## src/rtl/ro_entropy_pkg.sv

```systemverilog
// Shared types and constants for the ring-oscillator entropy controller.
package ro_entropy_pkg;

  typedef enum logic [2:0] {
    IDLE    = 3'd0,
    SEED    = 3'd1,
    WARMUP  = 3'd2,
    COLLECT = 3'd3,
    DELIVER = 3'd4
  } state_t;

  localparam int WORD_WIDTH = 32;
  localparam int REP_LIMIT  = 32;

  function automatic int max3(input int a, input int b, input int c);
    int m;
    m = (a > b) ? a : b;
    return (m > c) ? m : c;
  endfunction

endpackage

```

## src/rtl/ro_sync2.sv

```systemverilog
// Two-flop synchroniser for the free-running oscillator outputs.
module ro_sync2 #(
  parameter int WIDTH = 1
) (
  input  logic             clk,
  input  logic             reset,
  input  logic [WIDTH-1:0] d,
  output logic [WIDTH-1:0] q
);

  logic [WIDTH-1:0] meta_q;
  logic [WIDTH-1:0] sync_q;

  always_ff @(posedge clk or posedge reset) begin
    if (reset) begin
      meta_q <= '0;
      sync_q <= '0;
    end else begin
      meta_q <= d;
      sync_q <= meta_q;
    end
  end

  assign q = sync_q;

endmodule

```

## src/rtl/ro_entropy_ctrl.sv

```systemverilog
// Seeds, warms up and samples a ring-oscillator bank, delivering 32-bit words.
// Define RO_ENTROPY_HEALTH_EN to add the repetition-count health test.
module ro_entropy_ctrl
  import ro_entropy_pkg::*;
#(
  parameter int NUM_LOOPS     = 4,
  parameter int SEED_CYCLES   = 16,
  parameter int WARMUP_CYCLES = 1024,
  parameter int SAMPLE_DIV    = 8
) (
  input  logic                  clk,
  input  logic                  reset,
  input  logic                  enable,
  input  logic                  reseed,
  output logic                  loop_ctrl,
  output logic [NUM_LOOPS-1:0]  loop_seed,
  input  logic [NUM_LOOPS-1:0]  loop_d,
  output logic [WORD_WIDTH-1:0] entropy_data,
  output logic                  entropy_valid,
  input  logic                  entropy_ready,
  output logic                  busy,
  output logic                  health_fail
);

  localparam int CNT_W = $clog2(max3(SEED_CYCLES, WARMUP_CYCLES, SAMPLE_DIV) + 1);
  localparam int BIT_W = $clog2(WORD_WIDTH);
  localparam logic [CNT_W-1:0] SEED_LAST = CNT_W'(SEED_CYCLES - 1);
  localparam logic [CNT_W-1:0] WARM_LAST = CNT_W'(WARMUP_CYCLES - 1);
  localparam logic [CNT_W-1:0] DIV_LAST  = CNT_W'(SAMPLE_DIV - 1);
  localparam logic [BIT_W-1:0] BIT_LAST  = BIT_W'(WORD_WIDTH - 1);

  state_t                  state_q, state_d;
  logic [CNT_W-1:0]        cnt_q, cnt_d;
  logic [BIT_W-1:0]        bit_count_q, bit_count_d;
  // Only the first 31 samples are stored; the 32nd goes straight into the output word.
  logic [WORD_WIDTH-2:0]   word_q, word_d;
  logic [WORD_WIDTH-1:0]   data_q, data_d;
  logic                    valid_q, valid_d;
  logic [NUM_LOOPS-1:0]    loop_seed_q, loop_seed_d;
  logic                    seed_phase_q, seed_phase_d;
  logic                    pending_q, pending_d;
  logic                    go_idle, enter_seed, health_trip;

  logic [NUM_LOOPS-1:0]    loop_sync;
  logic [NUM_LOOPS-1:0]    seed_pattern;
  logic                    sample_bit;

  ro_sync2 #(.WIDTH(NUM_LOOPS)) u_sync (
    .clk   (clk),
    .reset (reset),
    .d     (loop_d),
    .q     (loop_sync)
  );

  assign sample_bit = ^loop_sync;

  for (genvar gi = 0; gi < NUM_LOOPS; gi++) begin : g_seed
    assign seed_pattern[gi] = ((gi % 2) == 1);
  end

`ifdef RO_ENTROPY_HEALTH_EN
  localparam int REP_W = $clog2(REP_LIMIT + 1);
  localparam logic [REP_W-1:0] REP_MAX = REP_W'(REP_LIMIT);
  logic [REP_W-1:0] rep_cnt_q, rep_cnt_d, rep_next;
  logic             last_bit_q, last_bit_d;
  logic             health_q, health_d;

  always_ff @(posedge clk or posedge reset) begin
    if (reset) begin
      rep_cnt_q  <= '0;
      last_bit_q <= 1'b0;
      health_q   <= 1'b0;
    end else begin
      rep_cnt_q  <= rep_cnt_d;
      last_bit_q <= last_bit_d;
      health_q   <= health_d;
    end
  end

  assign health_fail = health_q;
`else
  assign health_fail = 1'b0;
`endif

  always_comb begin
    state_d      = state_q;
    cnt_d        = cnt_q;
    bit_count_d  = bit_count_q;
    word_d       = word_q;
    data_d       = data_q;
    valid_d      = valid_q;
    loop_seed_d  = loop_seed_q;
    seed_phase_d = seed_phase_q;
    pending_d    = pending_q;
    go_idle      = 1'b0;
    enter_seed   = 1'b0;
    health_trip  = 1'b0;
`ifdef RO_ENTROPY_HEALTH_EN
    rep_cnt_d    = rep_cnt_q;
    last_bit_d   = last_bit_q;
    health_d     = health_q;
    rep_next     = '0;
`endif
    case (state_q)
      IDLE: if (enable) enter_seed = 1'b1;
      SEED: begin
        if (!enable)                go_idle = 1'b1;
        else if (reseed)            enter_seed = 1'b1;
        else if (cnt_q == SEED_LAST) begin
          state_d = WARMUP;
          cnt_d   = '0;
        end else                    cnt_d = cnt_q + 1'b1;
      end
      WARMUP: begin
        if (!enable)                go_idle = 1'b1;
        else if (reseed)            enter_seed = 1'b1;
        else if (cnt_q == WARM_LAST) begin
          state_d     = COLLECT;
          cnt_d       = '0;
          bit_count_d = '0;
          word_d      = '0;
        end else                    cnt_d = cnt_q + 1'b1;
      end
      COLLECT: begin
        if (!enable)                go_idle = 1'b1;
        else if (reseed)            enter_seed = 1'b1;
        else if (cnt_q != DIV_LAST) cnt_d = cnt_q + 1'b1;
        else begin
          cnt_d = '0;
`ifdef RO_ENTROPY_HEALTH_EN
          rep_next    = (rep_cnt_q != '0 && sample_bit == last_bit_q) ?
                        rep_cnt_q + 1'b1 : REP_W'(1);
          rep_cnt_d   = rep_next;
          last_bit_d  = sample_bit;
          health_trip = (rep_next == REP_MAX);
          if (health_trip) health_d = 1'b1;
`endif
          if (health_trip) enter_seed = 1'b1;
          else if (bit_count_q == BIT_LAST) begin
            data_d      = {word_q, sample_bit};
            valid_d     = 1'b1;
            bit_count_d = '0;
            word_d      = '0;
            state_d     = DELIVER;
          end else begin
            word_d      = {word_q[WORD_WIDTH-3:0], sample_bit};
            bit_count_d = bit_count_q + 1'b1;
          end
        end
      end
      DELIVER: begin
        if (reseed) pending_d = 1'b1;
        // Enable low still lets the current word drain before going idle.
        if (valid_q && entropy_ready) begin
          valid_d     = 1'b0;
          cnt_d       = '0;
          bit_count_d = '0;
          if (!enable)                    go_idle = 1'b1;
          else if (pending_q || reseed)   enter_seed = 1'b1;
          else                            state_d = COLLECT;
        end
      end
      default: go_idle = 1'b1;
    endcase

    if (go_idle) begin
      state_d     = IDLE;
      cnt_d       = '0;
      bit_count_d = '0;
      word_d      = '0;
      pending_d   = 1'b0;
    end

    if (enter_seed) begin
      state_d      = SEED;
      cnt_d        = '0;
      bit_count_d  = '0;
      word_d       = '0;
      pending_d    = 1'b0;
      loop_seed_d  = seed_pattern ^ {NUM_LOOPS{seed_phase_q}};
      seed_phase_d = ~seed_phase_q;
`ifdef RO_ENTROPY_HEALTH_EN
      rep_cnt_d = '0;
      // A deliberate reseed clears the flag; a health-triggered one keeps it.
      if (!health_trip && state_q != IDLE) health_d = 1'b0;
`endif
    end
  end

  always_ff @(posedge clk or posedge reset) begin
    if (reset) begin
      state_q      <= IDLE;
      cnt_q        <= '0;
      bit_count_q  <= '0;
      word_q       <= '0;
      data_q       <= '0;
      valid_q      <= 1'b0;
      loop_seed_q  <= '0;
      seed_phase_q <= 1'b0;
      pending_q    <= 1'b0;
    end else begin
      state_q      <= state_d;
      cnt_q        <= cnt_d;
      bit_count_q  <= bit_count_d;
      word_q       <= word_d;
      data_q       <= data_d;
      valid_q      <= valid_d;
      loop_seed_q  <= loop_seed_d;
      seed_phase_q <= seed_phase_d;
      pending_q    <= pending_d;
    end
  end

  assign loop_ctrl     = (state_q == IDLE) || (state_q == SEED);
  assign loop_seed     = loop_seed_q;
  assign entropy_data  = data_q;
  assign entropy_valid = valid_q;
  assign busy          = (state_q != IDLE);

endmodule

```

## config.mk

```make
export PLATFORM = sky130hd
export DESIGN_NAME = ro_entropy_ctrl
export DESIGN_NICKNAME = d
export VERILOG_FILES = /design/src/rtl/ro_entropy_pkg.sv /design/src/rtl/ro_sync2.sv /design/src/rtl/ro_entropy_ctrl.sv
export SDC_FILE = /design/constraint.sdc
export NUM_CORES = 1
export LEC_CHECK = 0
export ABC_AREA = 1
export CORE_AREA = 2 2 92 138
export CTS_CLUSTER_SIZE = 10
export DETAILED_ROUTE_END_ITERATION = 16
export DIE_AREA = 0 0 94 140
export DONT_BUFFER_PORTS = 1
export GPL_ROUTABILITY_DRIVEN = 0
export PLACE_DENSITY = 0.52
export SLEW_MARGIN = 5
export SYNTH_ARGS = -nofsm -noshare
export SYNTH_HDL_FRONTEND = slang
export SYNTH_HIERARCHICAL = 1
export SYNTH_SLANG_ARGS = --single-unit
```

## constraint.sdc

```tcl
create_clock -name clk -period 2.37 [get_ports clk]
set_input_delay 0.3555 -clock clk [delete_from_list [all_inputs] [get_ports clk]]
set_output_delay 0.3555 -clock clk [all_outputs]
set_load 0.03 [all_outputs]
```

==> run summary <==
The number of max-slew violations in the final report came out at 0. The internal power summed over all cells is 2.49 mW. The run finished with clean final reports. The detailed placer's ending HPWL is between 6000 and 7000 um. The final clock period utilization by the worst path came out at roughly nine tenths. The die extent in x is 94 um. The setup-violating endpoint count in the final report is 0. The detailed-route wire length per cell is around 13 um.

The overall routing resource usage came out at approximately 15%. Entering global routing, the biggest net connects 65 pins. The post-synthesis async set-or-reset flop share came out at between 90% and 100%.

After synthesis, the cell types taking the most area are sky130_fd_sc_hd__dfrtp_1 50%, sky130_fd_sc_hd__nand2_1 11%, sky130_fd_sc_hd__o21ai_2 6.0%. After clock tree synthesis, the clock-pin slew on the worst setup and hold paths is ~60 ps. The die is between 100 and 150 um tall. The cell leakage power is ~2.2 nW. Dividing the detail-routed via count by the number of cells gives approximately 4.8.

The clock tree from TritonCTS is done. Gates resized during post-CTS repair numbered 0. The number of sinks on the clock net came out at 94. The mapped cell area came out at 4670 um2. The post-synthesis register bit count came out at 94.

The top-area cell type share of the netlist area is slightly above 50%. The total CTS buffers is 9. The remaining max-slew budget at the tightest pin is around three fifths. The post-route setup TNS came out at 0 ps.

Setup repair after global routing left no endpoint under its margin. Overall power consumption after layout is estimated at between 3 and 4 mW. From synthesis to final layout, the design area changed by 7.66%. The worst hold path was traced through 0 stages. Of all nets on the critical path, the largest fanout is between 60 and 70. The smallest setup slack after layout came out at between 200 and 300 ps. For the worst flop-to-flop path, the logic depth is 8. The core region is 12000 um2. In this run, distinct cell masters in the synthesized netlist total 37.

The delay of the slowest cell on the worst path is 480 ps. The remaining antenna violation count is 0. The critical path in this run is classified as reg -> reg. The warning count from the yosys run came out at 6. The port buffer count is 0.

In this run the deepest clock path goes through 2 buffers. The first-pass GRT wire length is around 15000 um. The number of failing hold endpoints at the final stage is 0. The overflow left after global routing is 0. The shortest period the worst path allows came out at about 2100 ps. The filler cells instantiated in the layout total about 1200. The count of vias placed by the detailed router came out at 3248. The worst-case IR drop observed on VDD is 0.398 mV. The starting utilization of the core area is ~39%. The number of diodes added for antenna fixing came out at 0.

The net count after synthesis is 542. The total number of placement rows is 49. The level count of the clock H-tree came out at 3. The total area of sequential cells is around 2400 um2. At the worst endpoint, the required time is 2630 ps. The largest total area in the synthesized netlist belongs to sky130_fd_sc_hd__dfrtp_1. The worst setup path is captured at a flip-flop. Static timing analysis puts the maximum clock frequency at 479 MHz.

The critical path goes through nor2_4 -> nor2_1 -> nand3b_4 -> nor2_8 -> nand2_4 -> nand2_8 -> nand2_1 -> o21ai_2. Together, buffers and inverters on the worst path number 0. The arrival time of data at the critical path endpoint came out at 2350 ps. The largest clock skew in the final design came out at roughly 5.5 ps. The slowest stage of the critical path belongs to the cell sky130_fd_sc_hd__dfrtp_1.

The analysis attributes to net switching a power of about 0.64 mW. The number of global-route vias before repair is ~3300. The insertion delay of the later-clocked pin in the worst-skew pair is approximately 340 ps. The switching part of the total power came out at between 20% and 30%.

The fraction of final layout cells sized beyond drive strength 1 is 20.2%. The fraction of power consumed by the clock network is between 40 and 50%. The cell count after synthesis is between 500 and 600. The wire length after detailed routing is ~9000 um.

The sequential-to-total area share from yosys stat came out at 50.4%. The die covers roughly 13000 um2. The layout net count came out at between 500 and 600. The detailed router finished its first iteration with about 140 violations. The actual transition at the worst max-transition pin is 621 ps. The CTS root buffer is sky130_fd_sc_hd__clkbuf_16. The count of TritonRoute iterations in the first routing pass is 4.

STA classifies the critical path startpoint as a flip-flop. The detailed-route DRC error count is 0. The initial antenna violation count came to 0.

The combined area of the multi-input logic cells came out at approximately 1900 um2. Across the run, the number of max-cap violations was 0. The critical path runs through a total of 8 cells. The commonest register cell after synthesis is sky130_fd_sc_hd__dfrtp_1. The synthesized area divided by synthesized cell count came out at between 8 and 9 um2. The cell area power density came out at between 600 and 700 nW/um2. The count of flip-flops with a built-in enable after synthesis came out at 0.

Broken down by cell family, the worst path's largest delay share belongs to simple AND/OR/NAND/NOR gates. The share of total power dissipated in sequential elements is 51.5%. The number of top-level pins came out at 49.

Timing analysis after detailed placement gives a worst setup slack of approximately 280 ps. The worst hold-check path type is in -> reg. Per report_power, the combinational group accounts for between 1.5 and 2% of the total.
[worst register-to-register path, cell delays in order (launching register included)]
cell	delay, ps
sky130_fd_sc_hd__dfrtp_1	480
sky130_fd_sc_hd__nor2_4	220
sky130_fd_sc_hd__nor2_1	100
sky130_fd_sc_hd__nand3b_4	230
sky130_fd_sc_hd__nor2_8	250
sky130_fd_sc_hd__nand2_4	100
sky130_fd_sc_hd__nand2_8	420
sky130_fd_sc_hd__nand2_1	130
sky130_fd_sc_hd__o21ai_2	70
[power groups by stage]
stage	combinational (mW)	sequential, mW	clock [mW]
after floorplan	0.0376	1.64	0
after global placement	0.0576	1.64	0
after detailed placement	0.0583	1.64	0
after CTS	0.0603	1.61	1.52
after global routing	0.0658	1.61	1.59
final	0.0548	1.61	1.46
[layout make-up]
class,count,area share [%]
Clock buffer,12,5.10
Sequential cell,94,46.8
Timing Repair Buffer,8,1.49
Inverter,64,4.85
Multi-Input combinational cell,348,37.1
Clock inverter,3,0.871
Tap cell,153,3.81
[kinds of logic after synthesis]
kind of cell / synth area share [%]
DFF: 50.4
AOI/OAI and AO/OA: 12.4
and+or+nand+nor: 25.4
other: 0.0803
xor gates and xnor gates: 1.13
buffers and inverters: 9.81
adders and majority gates: 0.804
[synth_stat cells (2+ instances only)]
master,n
sky130_fd_sc_hd__buf_12,2
sky130_fd_sc_hd__a21oi_1,3
sky130_fd_sc_hd__o21ai_2,32
sky130_fd_sc_hd__xnor2_1,2
sky130_fd_sc_hd__nor2_1,33
sky130_fd_sc_hd__nand2_4,3
sky130_fd_sc_hd__nor2_2,4
sky130_fd_sc_hd__nor3_1,4
sky130_fd_sc_hd__o21ai_1,27
sky130_fd_sc_hd__buf_4,6
sky130_fd_sc_hd__buf_6,7
sky130_fd_sc_hd__inv_1,59
sky130_fd_sc_hd__nand3_1,22
sky130_fd_sc_hd__xor2_1,4
sky130_fd_sc_hd__inv_2,5
sky130_fd_sc_hd__o21ai_0,25
sky130_fd_sc_hd__nand2_2,32
sky130_fd_sc_hd__nand4_1,8
sky130_fd_sc_hd__ha_1,3
sky130_fd_sc_hd__nand2_1,132
sky130_fd_sc_hd__nand3_2,2
sky130_fd_sc_hd__dfrtp_1,94
sky130_fd_sc_hd__buf_2,7
[path summary, 6_finish.rpt]
check,startpoint,endpoint,slack [ps]
worst max register to register,state_q[0],word_q[2],280
worst min-delay path,loop_d[3],u_sync/meta_q[3],40
max in group asynchronous,reset,entropy_data[21],1120
min in group asynchronous,reset,u_sync/meta_q[3],460
worst min register to register,u_sync/meta_q[1],u_sync/q[1],350
worst max-delay path,state_q[0],word_q[2],280
[cells in the final DEF (no fill, tap or decap), drive strengths merged, types with 4 or more instances in the layout]
cell type and count:
xor2 4, nor3 4, nand2 168, nor2 39, clkbuf 12, o21ai 84, inv 63, buf 7
dfrtp 94, nand3 25, nand4 8
[per-layer routing]
layer  track usage (%)  up-vias  part of all wire [%]
li1                  -     1660                     -
met1              17.4     1514                    43
met2              25.5       56                    51
met3              2.64       18                   3.2
met4              8.24        0                   3.0
met5                 0        -                     0
[registers in the layout, summed over array words and instances, names as in the netlist]
register       cells
entropy_data      32
pending_q          1
word_q            31
entropy_valid      1
loop_seed          2
state_q            3
u_sync/q           4
u_sync/meta_q      4
bit_count_q        5
cnt_q             11
[what timing repair did]
item | CTS | global route
hold buffers | 1 | 0
buffers inserted | 0 | 0
hold endpoints to repair | 33 | 0
[through the flow]
| stage | util [%] | instances | area (um2) | hold WS, ps |
|---|---|---|---|---|
| 5_1_grt | 42.1 | 682 | 5030 | 23.6 |
| 3_3_place_gp | 39.5 | 666 | 4720 | 182 |
| 4_1_cts | 42.1 | 682 | 5030 | 26.0 |
| 2_1_floorplan | - | 530 | 4670 | 171 |
| 3_5_place_dp | 39.5 | 666 | 4720 | 195 |
| 6_report | 42.1 | 682 | 5030 | 40.2 |
Note: power is estimated with default switching activity, not from simulation.
